### src/rtl/f_fetch_ctrl.sv
// ============================================================================
// f_fetch_ctrl : fetch sequencer (PC, imem request, F/D hand-off, delay slot)
// Optional macro FETCH_ALIGN_CHK_EN: misaligned fetch -> nop with F_adel.
// Revision: 1.0
// ============================================================================
`default_nettype none

module f_fetch_ctrl #(
  parameter logic [31:0] RESET_PC = 32'h0000_3000
) (
  input  logic        clk,
  input  logic        reset_n,
  input  logic        stall,
  input  logic        redirect_valid,
  input  logic [31:0] redirect_pc,
  output logic        imem_req,
  output logic [31:0] imem_addr,
  input  logic        imem_ready,
  input  logic        imem_rvalid,
  input  logic [31:0] imem_rdata,
  output logic [31:0] F_pc,
  output logic [31:0] F_instr,
  output logic        F_valid,
  output logic        F_adel
);

  localparam logic [1:0] S_REQ  = 2'd0;
  localparam logic [1:0] S_WAIT = 2'd1;
  localparam logic [1:0] S_HOLD = 2'd2;

  logic [1:0]  r_state;
  logic [31:0] r_fetch_addr;
  logic [31:0] r_pend_pc;
  logic        r_pend_valid;
  logic        r_adel;

  logic        w_consume;
  logic [31:0] w_next_pc;
  logic [31:0] w_fetch_next;
  logic [31:0] c_reset_fetch;
  logic        w_next_mis;
  logic        w_fetch_mis;

  assign w_consume = (r_state == S_HOLD) && !stall;

  // Redirect in the consume cycle wins; otherwise a parked redirect; else sequential.
  always_comb begin
    w_next_pc = F_pc + 32'd4;
    if (redirect_valid)
      w_next_pc = redirect_pc;
    else if (r_pend_valid)
      w_next_pc = r_pend_pc;
  end

`ifdef FETCH_ALIGN_CHK_EN
  assign w_fetch_next  = w_next_pc;
  assign c_reset_fetch = RESET_PC;
  assign w_next_mis    = |w_next_pc[1:0];
  assign w_fetch_mis   = |r_fetch_addr[1:0];
`else
  // Without the check, low address bits are simply dropped at the source.
  assign w_fetch_next  = w_next_pc & ~32'h3;
  assign c_reset_fetch = RESET_PC & ~32'h3;
  assign w_next_mis    = 1'b0;
  assign w_fetch_mis   = 1'b0;
`endif

  assign imem_req  = (r_state == S_REQ) && !w_fetch_mis;
  assign imem_addr = r_fetch_addr;
  assign F_adel    = r_adel;

  always_ff @(posedge clk or negedge reset_n) begin
    if (!reset_n) begin
      r_state      <= S_REQ;
      r_fetch_addr <= c_reset_fetch;
      r_pend_pc    <= 32'd0;
      r_pend_valid <= 1'b0;
      r_adel       <= 1'b0;
      F_valid      <= 1'b0;
      F_instr      <= 32'd0;
      F_pc         <= c_reset_fetch;
    end else begin
      case (r_state)
        S_REQ: begin
          if (w_fetch_mis) begin
            // Only reachable when the reset address itself is misaligned.
            r_state <= S_HOLD;
            F_valid <= 1'b1;
            F_pc    <= r_fetch_addr;
            F_instr <= 32'd0;
            r_adel  <= 1'b1;
          end else if (imem_ready) begin
            r_state <= S_WAIT;
          end
        end
        S_WAIT: begin
          if (imem_rvalid) begin
            r_state <= S_HOLD;
            F_valid <= 1'b1;
            F_instr <= imem_rdata;
            F_pc    <= r_fetch_addr;
          end
        end
        S_HOLD: begin
          if (!stall) begin
            r_pend_valid <= 1'b0;
            r_fetch_addr <= w_fetch_next;
            if (w_next_mis) begin
              r_state <= S_HOLD;
              F_valid <= 1'b1;
              F_pc    <= w_fetch_next;
              F_instr <= 32'd0;
              r_adel  <= 1'b1;
            end else begin
              r_state <= S_REQ;
              F_valid <= 1'b0;
              r_adel  <= 1'b0;
            end
          end
        end
        default: r_state <= S_REQ;
      endcase

      // The instruction in F is the delay slot: park the target until it is consumed.
      if (redirect_valid && !w_consume) begin
        r_pend_pc    <= redirect_pc;
        r_pend_valid <= 1'b1;
      end
    end
  end

endmodule

`default_nettype wire
### config.mk
export PLATFORM = sky130hd
export DESIGN_NAME = f_fetch_ctrl
export DESIGN_NICKNAME = d
export VERILOG_FILES = /design/src/rtl/f_fetch_ctrl.sv
export SDC_FILE = /design/constraint.sdc
export NUM_CORES = 1
export LEC_CHECK = 0
export CAP_MARGIN = 20
export CELL_PAD_IN_SITES_DETAIL_PLACEMENT = 0
export CELL_PAD_IN_SITES_GLOBAL_PLACEMENT = 1
export CORE_MARGIN = 1.5
export CORE_UTILIZATION = 30
export CTS_BUF_LIST = sky130_fd_sc_hd__clkbuf_16
export DETAILED_ROUTE_END_ITERATION = 12
export GPL_ROUTABILITY_DRIVEN = 0
export PLACE_DENSITY = 0.7
export SYNTH_ARGS = -nofsm -noshare
export SYNTH_HDL_FRONTEND = slang
export SYNTH_SLANG_ARGS = --single-unit
### constraint.sdc
create_clock -name clk -period 3.9 [get_ports clk]
set_input_delay 0.78 -clock clk [delete_from_list [all_inputs] [get_ports clk]]
set_output_delay 0.78 -clock clk [all_outputs]
set_load 0.02 [all_outputs]
==> results of run 1 <==
==> logic make-up (layout without fill, tap and decap cells) <==
group,Yosys count,in the layout,synth area share
XOR/XNOR,28,28,0.0431
multiplexers,95,95,0.187
adder cells (fa/ha/maj),1,1,0.00220
AND/OR/NAND/NOR,110,110,0.0987
other,1,5,0.000659
buffers and inverters,36,211,0.0288
flip-flops,126,126,0.555
AO/OA/AOI/OAI,68,68,0.0840
==> routing by layer <==
metal,vias to the layer above,track usage
met5,-,0
met1,2164,0.199
li1,2006,-
met2,125,0.280
met3,18,0.0493
met4,0,0.0493
==> area by class of cell <==
type                            count  area, um2  area share
Multi-Input combinational cell    307       2380       0.292
Tap cell                          234        293      0.0359
Clock buffer                       17        425      0.0521
Clock inverter                     15        179      0.0219
Inverter                            5       18.8     0.00230
Sequential cell                   126       3160       0.387
Timing Repair Buffer              174       1710       0.209
==> how the worst max path moves through the flow <==
stage	startpoint	end	slack, ns	depth (start not counted)
3_5_place_dp	redirect_valid	imem_addr[14]	0.91	5
5_1_grt	redirect_valid	imem_addr[19]	1.18	5
4_1_cts	redirect_valid	imem_addr[14]	1.34	5
2_1_floorplan	F_pc[2]	imem_addr[30]	1.97	6
6_report	redirect_valid	imem_addr[14]	1.35	5
3_3_place_gp	redirect_valid	imem_addr[19]	0.94	5
==> cells in the mapped netlist <==
cell	number
o31ai_1	1
buf_4	5
nand4_2	1
mux2i_1	3
nand4_1	12
nand3b_1	2
nand2b_1	1
a21oi_1	12
nor4_4	2
dfstp_2	4
clkbuf_1	17
o21ai_0	12
conb_1	1
o211ai_1	1
dfrtp_1	122
nor2b_1	1
xnor2_1	7
and2_1	2
nand3_4	1
buf_1	1
a221oi_2	1
buf_2	8
mux2_2	92
nand3_1	8
a222oi_1	2
ha_1	1
o22ai_1	16
nand2_1	32
o221ai_1	1
xor2_1	21
inv_1	4
a221oi_1	16
nor3_1	3
nor2_1	33
clkinv_1	1
nor4_1	3
a2bb2oi_1	1
and3_1	9
a221o_1	5
==> power breakdown <==
part	internal, mW	switching, mW	total, mW	leakage [nW]
registers	1.87	0.560	2.43	1.47
logic	1.45	1.28	2.73	1.56
clock network	1.05	0.576	1.63	0.300
==> critical path, cell delays in order <==
cell and delay [ns]:
clkdlybuf4s50_1 0.85, clkinv_1 0.54, nand2_1 0.26, o22ai_1 0.11, a221oi_1 0.31
==> flip-flops by register name, summed over array words and instances, names as in the netlist <==
| name | cells |
|---|---|
| F_instr | 32 |
| F_valid | 1 |
| F_pc | 30 |
| r_pend_pc | 30 |
| r_state | 2 |
| imem_addr | 30 |
| r_pend_valid | 1 |
==> flow_summary.ini, run 1 <==
[timing]
finalHoldViolCount = 0
relSlewSlack = 0.354
setup_violations = 0
fmax_ghz = 0.392
min_period_ns = 2.55
setup_slack_ns = 1.35
whs_ns = 0.490
finalCritPeriodShare = 0.655
slew_violations = 0
tns_ns = 0
rsz0062_at_grt = false
tightest_slew_ns = 0.969
skew_ns = 0.0131

[cts]
clock-sinks = 126
hold_buffers = 0
cts-buffers-inserted = 17
clk_latency_ns = 0.42
tritoncts = done
post_cts_buffers = 0
htreeDepth = 4
clk_pin_slew_ns = 0.06
root_buffer = clkbuf_16
cts_resized = 0
clock_path_buffers = 2

[setup_path]
crit_path_max_fanout = 14
r2r_slack_ns = 1.62
rr_startpoint = F_pc[2]
endpoint_kind = flop
crit_type = in2reg
r2r_cells = 6
cp.required_ns = 4.21
cp.arrival_ns = 2.86
cp-start-kind = input pin
reg2reg_to = imem_addr[30]

[layout]
finalInstanceArea_um2 = 8160
fillers = 1754
insertedDiodeCount = 0
finalNetCount = 702
drive_above_1_share = 0.222
layout_commonest_cell = clkdlybuf4s50_1
final_cell_mix = clkdlybuf4s50_1 (160), dfrtp_1 (122), mux2_2 (92)
final_cells = 878
postLayoutCoreUtil = 0.438
area_delta_synth_final_pct = 43.5

[grt]
antenna_found_initial = 0
grt_first_pass_wirelength_um = 25000
grt-ovfl-total = 0
grt_pass1_vias = 4652
grt_max_degree = 76
grt_use_total = 0.164

[hold_path]
min-delay-start = F_valid
hold_class = reg2reg
min_to = F_valid
min_path_cells = 2

[floorplanning]
ios = 169
fp.dieW_um = 141
die_h_um = 141
start_util = 0.305
die_area_um2 = 19800
rows = 50
core_um2 = 18600

[placed_design]
dp.cells = 846
post-place-ws_ns = 0.908
placed_area_um2 = 7560
port-buffer-count = 161
dpl.hpwl_um = 11000

[logic_synthesis]
synth_area_leader_cell = dfrtp_1
avgSynthCellArea_um2 = 12.2
synth.area.top_cells = dfrtp_1 (54%), mux2_2 (18%), xor2_1 (3.2%), a221oi_1 (2.5%), nor2_1 (2.2%)
ys_warn_count = 0
synth_top_area_frac = 0.537
synth.distinct_cells = 39
synth-seq-area-share = 0.555
synth_seq_cells = 126
netlist_instances = 465
syn_area_um2 = 5690

[run_status]
status = completed

[detailed_routing]
totalWireLength_um = 15600
first_pass_iters = 4
met3_length_um = 911
drc = 0
wl_met1_um = 6640
num_vias = 4313
ant_nets = 0
routed-wl-met2_um = 7840
vias_per_cell = 4.91
drt_iter0_drc = 172
highest_layer = met4
wl_per_cell_um = 17.7

[job]
cap_violations = 0

[pwr]
ir_worst_vdd_v = 0.000397
power_leakage_nw = 3.33
p_per_area_nw_per_um2 = 831
p_total_mw = 6.78
Note: power is estimated with default switching activity, not from simulation.
==> run 2, diff against run 1 <==
==> constraint.sdc (replaced) <==
create_clock -name clk -period 2.65 [get_ports clk]
set_input_delay 0.53 -clock clk [delete_from_list [all_inputs] [get_ports clk]]
set_output_delay 0.53 -clock clk [all_outputs]
set_load 0.02 [all_outputs]
==> flow_summary.ini, run 2 (same netlist as run 1, synthesis figures left out) <==
[timing]
relSlewSlack = 0.598
slew_violations = 0
setup_violations = 0
min_period_ns = 2.19
skew_ns = 0.0293
rsz0062_at_grt = false
finalHoldViolCount = 0
fmax_ghz = 0.457
tns_ns = 0
finalCritPeriodShare = 0.825
tightest_slew_ns = 0.598

[floorplanning]
fp.dieW_um = 141
core_um2 = 18600
ios = 169
start_util = 0.305
die_area_um2 = 19800
die_h_um = 141
rows = 50

[cts]
root_buffer = clkbuf_16
clock_path_buffers = 2
tritoncts = done
cts-buffers-inserted = 17
htreeDepth = 4
post_cts_buffers = 0
clock-sinks = 126
cts_resized = 0
clk_latency_ns = 0.43
hold_buffers = 0
clk_pin_slew_ns = 0.06

[pwr]
p_total_mw = 9.97
switching_share = 0.360
p_per_area_nw_per_um2 = 1210
power_leakage_nw = 3.35
internal_power_mw = 6.38
ir_worst_vdd_v = 0.000501
power.share.combinational = 0.410
p_seq_frac = 0.353
pwr-share-clk = 0.237
switching_power_mw = 3.59

[layout]
top_register = F_instr
fillers = 1716
area_delta_synth_final_pct = 44.8
drive_above_1_share = 0.232
final_cell_mix = clkdlybuf4s50_1 (160), dfrtp_1 (122), mux2_2 (92)
insertedDiodeCount = 0
layout_commonest_cell = clkdlybuf4s50_1
largest_register_ffs = 32
finalNetCount = 708
finalInstanceArea_um2 = 8240

[grt]
antenna_found_initial = 0
grt_use_total = 0.165
grt_pass1_vias = 4592
grt_max_degree = 82
grt_first_pass_wirelength_um = 25200
grt-ovfl-total = 0

[detailed_routing]
vias_per_cell = 4.93
num_vias = 4357
totalWireLength_um = 15500
ant_nets = 0
wl_per_cell_um = 17.5
drc = 0
first_pass_iters = 4
drt_iter0_drc = 180

[job]
cap_violations = 0

[setup_path]
cp-start-kind = flop
cp.required_ns = 2.12
crit_path_max_fanout = 7
cp.arrival_ns = 1.66
crit_chain = clkdlybuf4s50_1
cp_top_family = buffers and inverters
endpoint_kind = output pin
crit_type = reg2out
critPathBufInv = 1
cpPeakStageDelay_ns = 0.63
rr_startpoint = F_pc[12]
slowest_stage = clkdlybuf4s50_1
worstSetupStartpoint = F_pc[12]

[run_status]
status = completed

[placed_design]
placed_area_um2 = 7640
port-buffer-count = 161
dpl.hpwl_um = 11000

[hold_path]
hold_class = in2async
[run 2: cell types whose count changed in the layout (fill, tap and decap cells not counted), sizes merged]
cell,delta
buf,+6
bufinv,-1
clkinv,-2
clkinvlp,+2
inv,+1
[run 2: worst register-to-register path: stages, from the launching register on]
cell and delay (ns):
dfstp_2 0.61, nand4_2 0.19, nor4_4 0.61, nand2_1 0.14, xor2_1 0.16, a221oi_1 0.28
[run 2: final timing paths]
kind | slack (ns) | endpoint | cells after the start
worst max-delay path | 0.46 | F_pc[12] | 1
worst min-delay path | 0.06 | F_instr[4] | 1
worst max register to register | 0.56 | imem_addr[19] | 5
worst min register to register | 0.49 | F_valid | 2
max in group asynchronous | 1.78 | F_pc[13] | 2
min in group clk | 0.49 | F_valid | 2
[run 2: metrics by stage]
step / setup slack [ns] / hold WS, ns / instances / util
2_1_floorplan: 0.716 / 0.234 / 469 / -
3_3_place_gp: 0.543 / 0.487 / 852 / 0.410
3_5_place_dp: 0.538 / 0.477 / 852 / 0.410
4_1_cts: 0.441 / 0.0687 / 884 / 0.442
5_1_grt: 0.402 / 0.0926 / 884 / 0.442
6_report: 0.463 / 0.0591 / 884 / 0.442
[run 2: cell type report]
class                      count  area, um2  area share
tap                          234        293      0.0355
clock buffer                  17        425      0.0516
timing repair buffer         180       1790       0.217
inverter                       5       18.8     0.00228
clock inverter                15        173      0.0210
multi-input combinational    307       2380       0.289
sequential                   126       3160       0.383
[run 2: metal layers]
layer	GRT usage	up-vias	wire (um)
li1	-	2031	-
met1	0.204	2173	6730
met2	0.275	138	7720
met3	0.0479	15	844
met4	0.0609	0	195
met5	0	-	0
[run 2: power groups by stage]
stage | Sequential, mW | Clock, mW | Combinational (mW)
after detailed placement | 3.56 | 0 | 4.12
after global placement | 3.51 | 0 | 4.06
final | 3.52 | 2.36 | 4.09
after CTS | 3.53 | 2.42 | 4.14
after floorplan | 4.26 | 0 | 1.31
after global routing | 3.66 | 2.49 | 4.37
==> run 3, diff against run 2 <==
==> constraint.sdc (replaced) <==
create_clock -name clk -period 2.2 [get_ports clk]
set_input_delay 0.44 -clock clk [delete_from_list [all_inputs] [get_ports clk]]
set_output_delay 0.44 -clock clk [all_outputs]
set_load 0.02 [all_outputs]
==> flow_summary.ini, run 3 (same netlist as run 1, synthesis figures left out) <==
[cts]
htreeDepth = 4
tritoncts = done
root_buffer = clkbuf_16
clock-sinks = 126
post_cts_buffers = 0
clk_pin_slew_ns = 0.06
cts-buffers-inserted = 17
clk_latency_ns = 0.42
clock_path_buffers = 2

[floorplanning]
ios = 169
core_um2 = 18600
rows = 50
fp.dieW_um = 141
die_area_um2 = 19800
start_util = 0.305
die_h_um = 141

[hold_path]
min_path_cells = 2
hold_class = reg2reg
min-delay-start = F_valid

[placed_design]
post-place-ws_ns = 0.141
dpl.hpwl_um = 11000
dp.cells = 860
port-buffer-count = 161

[pwr]
p_seq_frac = 0.352
power.share.combinational = 0.415
power_leakage_nw = 3.42
p_total_mw = 12.0
switching_share = 0.359
p_per_area_nw_per_um2 = 1440
pwr-share-clk = 0.233
switching_power_mw = 4.31
ir_worst_vdd_v = 0.000801
internal_power_mw = 7.70

[setup_path]
slowest_stage = clkdlybuf4s50_1
crit_type = reg2out
r2r_cells = 6
worstSetupStartpoint = F_pc[13]
cp_top_family = buffers and inverters
endpoint_kind = output pin
cp-start-kind = flop
cp.arrival_ns = 1.63
cp.depth = 1
cp.required_ns = 1.76
cpPeakStageDelay_ns = 0.62
rr_startpoint = F_pc[13]
crit_path_max_fanout = 6
crit_chain = clkdlybuf4s50_1
critPathBufInv = 1

[timing]
finalHoldViolCount = 0
finalCritPeriodShare = 0.940
slew_violations = 0
relSlewSlack = 0.668
setup_slack_ns = 0.131
fmax_ghz = 0.483
skew_ns = 0.0105
tightest_slew_ns = 0.493
min_period_ns = 2.07
tns_ns = 0
setup_violations = 0
whs_ns = 0.496
rsz0062_at_grt = false

[layout]
layout_commonest_cell = clkdlybuf4s50_1
drive_above_1_share = 0.237
largest_register_ffs = 32
area_delta_synth_final_pct = 46.3
finalNetCount = 717
final_cell_mix = clkdlybuf4s50_1 (159), dfrtp_1 (122), mux2_2 (92)
top_register = F_instr
final_cells = 894

[detailed_routing]
totalWireLength_um = 15500
num_vias = 4371
drt_iter0_drc = 168
ant_nets = 0
vias_per_cell = 4.89
wl_per_cell_um = 17.3
drc = 0
first_pass_iters = 4

[job]
cap_violations = 0

[grt]
grt_pass1_vias = 4689
grt_max_degree = 46
antenna_found_initial = 1
grt_first_pass_wirelength_um = 25600
grt_use_total = 0.168
grt-ovfl-total = 0
grt_util_met1 = 0.210
top_usage_layer = met2
met2_usage = 0.272
grt_use_met3 = 0.0465

[run_status]
status = completed
-- run 3: what timing repair did --
item,in CTS,in global routing
endpoints found under the hold margin,24,0
setup endpoints to repair,0,1
hold buffers,1,0
resized for setup,0,1
-- run 3: path summary, 6_finish.rpt --
| kind | to | slack [ns] |
|---|---|---|
| min in group asynchronous | r_pend_pc[6] | 0.51 |
| hold / removal | F_valid | 0.50 |
| setup / recovery | F_pc[13] | 0.13 |
| setup reg to reg | imem_addr[19] | 0.25 |
| hold reg to reg | F_valid | 0.50 |
| max in group asynchronous | r_pend_pc[21] | 0.99 |
-- run 3: layer usage --
layer | share of wire | vias up
li1 | - | 2046
met1 | 0.43 | 2184
met2 | 0.50 | 126
met3 | 0.053 | 15
met4 | 0.017 | 0
met5 | 0 | -
-- run 3: metrics by stage --
step,cell area [um2],utilization
finish,8320,0.446
global route,8320,0.446
CTS,8320,0.446
detailed placement,7730,0.414
global placement,7730,0.414
floorplan,5700,-
-- run 3: area by class of cell --
class	instances	area [um2]
antenna	1	2.50
clock inverter	15	155
clock buffer	17	425
tap	234	293
sequential	126	3160
inverter	5	18.8
multi-input combinational	307	2380
fill	1728	10300
timing repair buffer	189	1890
-- run 3: power groups by stage --
stage	registers, mW	logic (mW)	clock network (mW)
6_report	4.23	4.99	2.79
5_1_grt	4.40	5.34	2.96
4_1_cts	4.25	5.05	2.85
3_5_place_dp	4.27	5.02	0
3_3_place_gp	4.21	4.97	0
2_1_floorplan	5.13	1.58	0
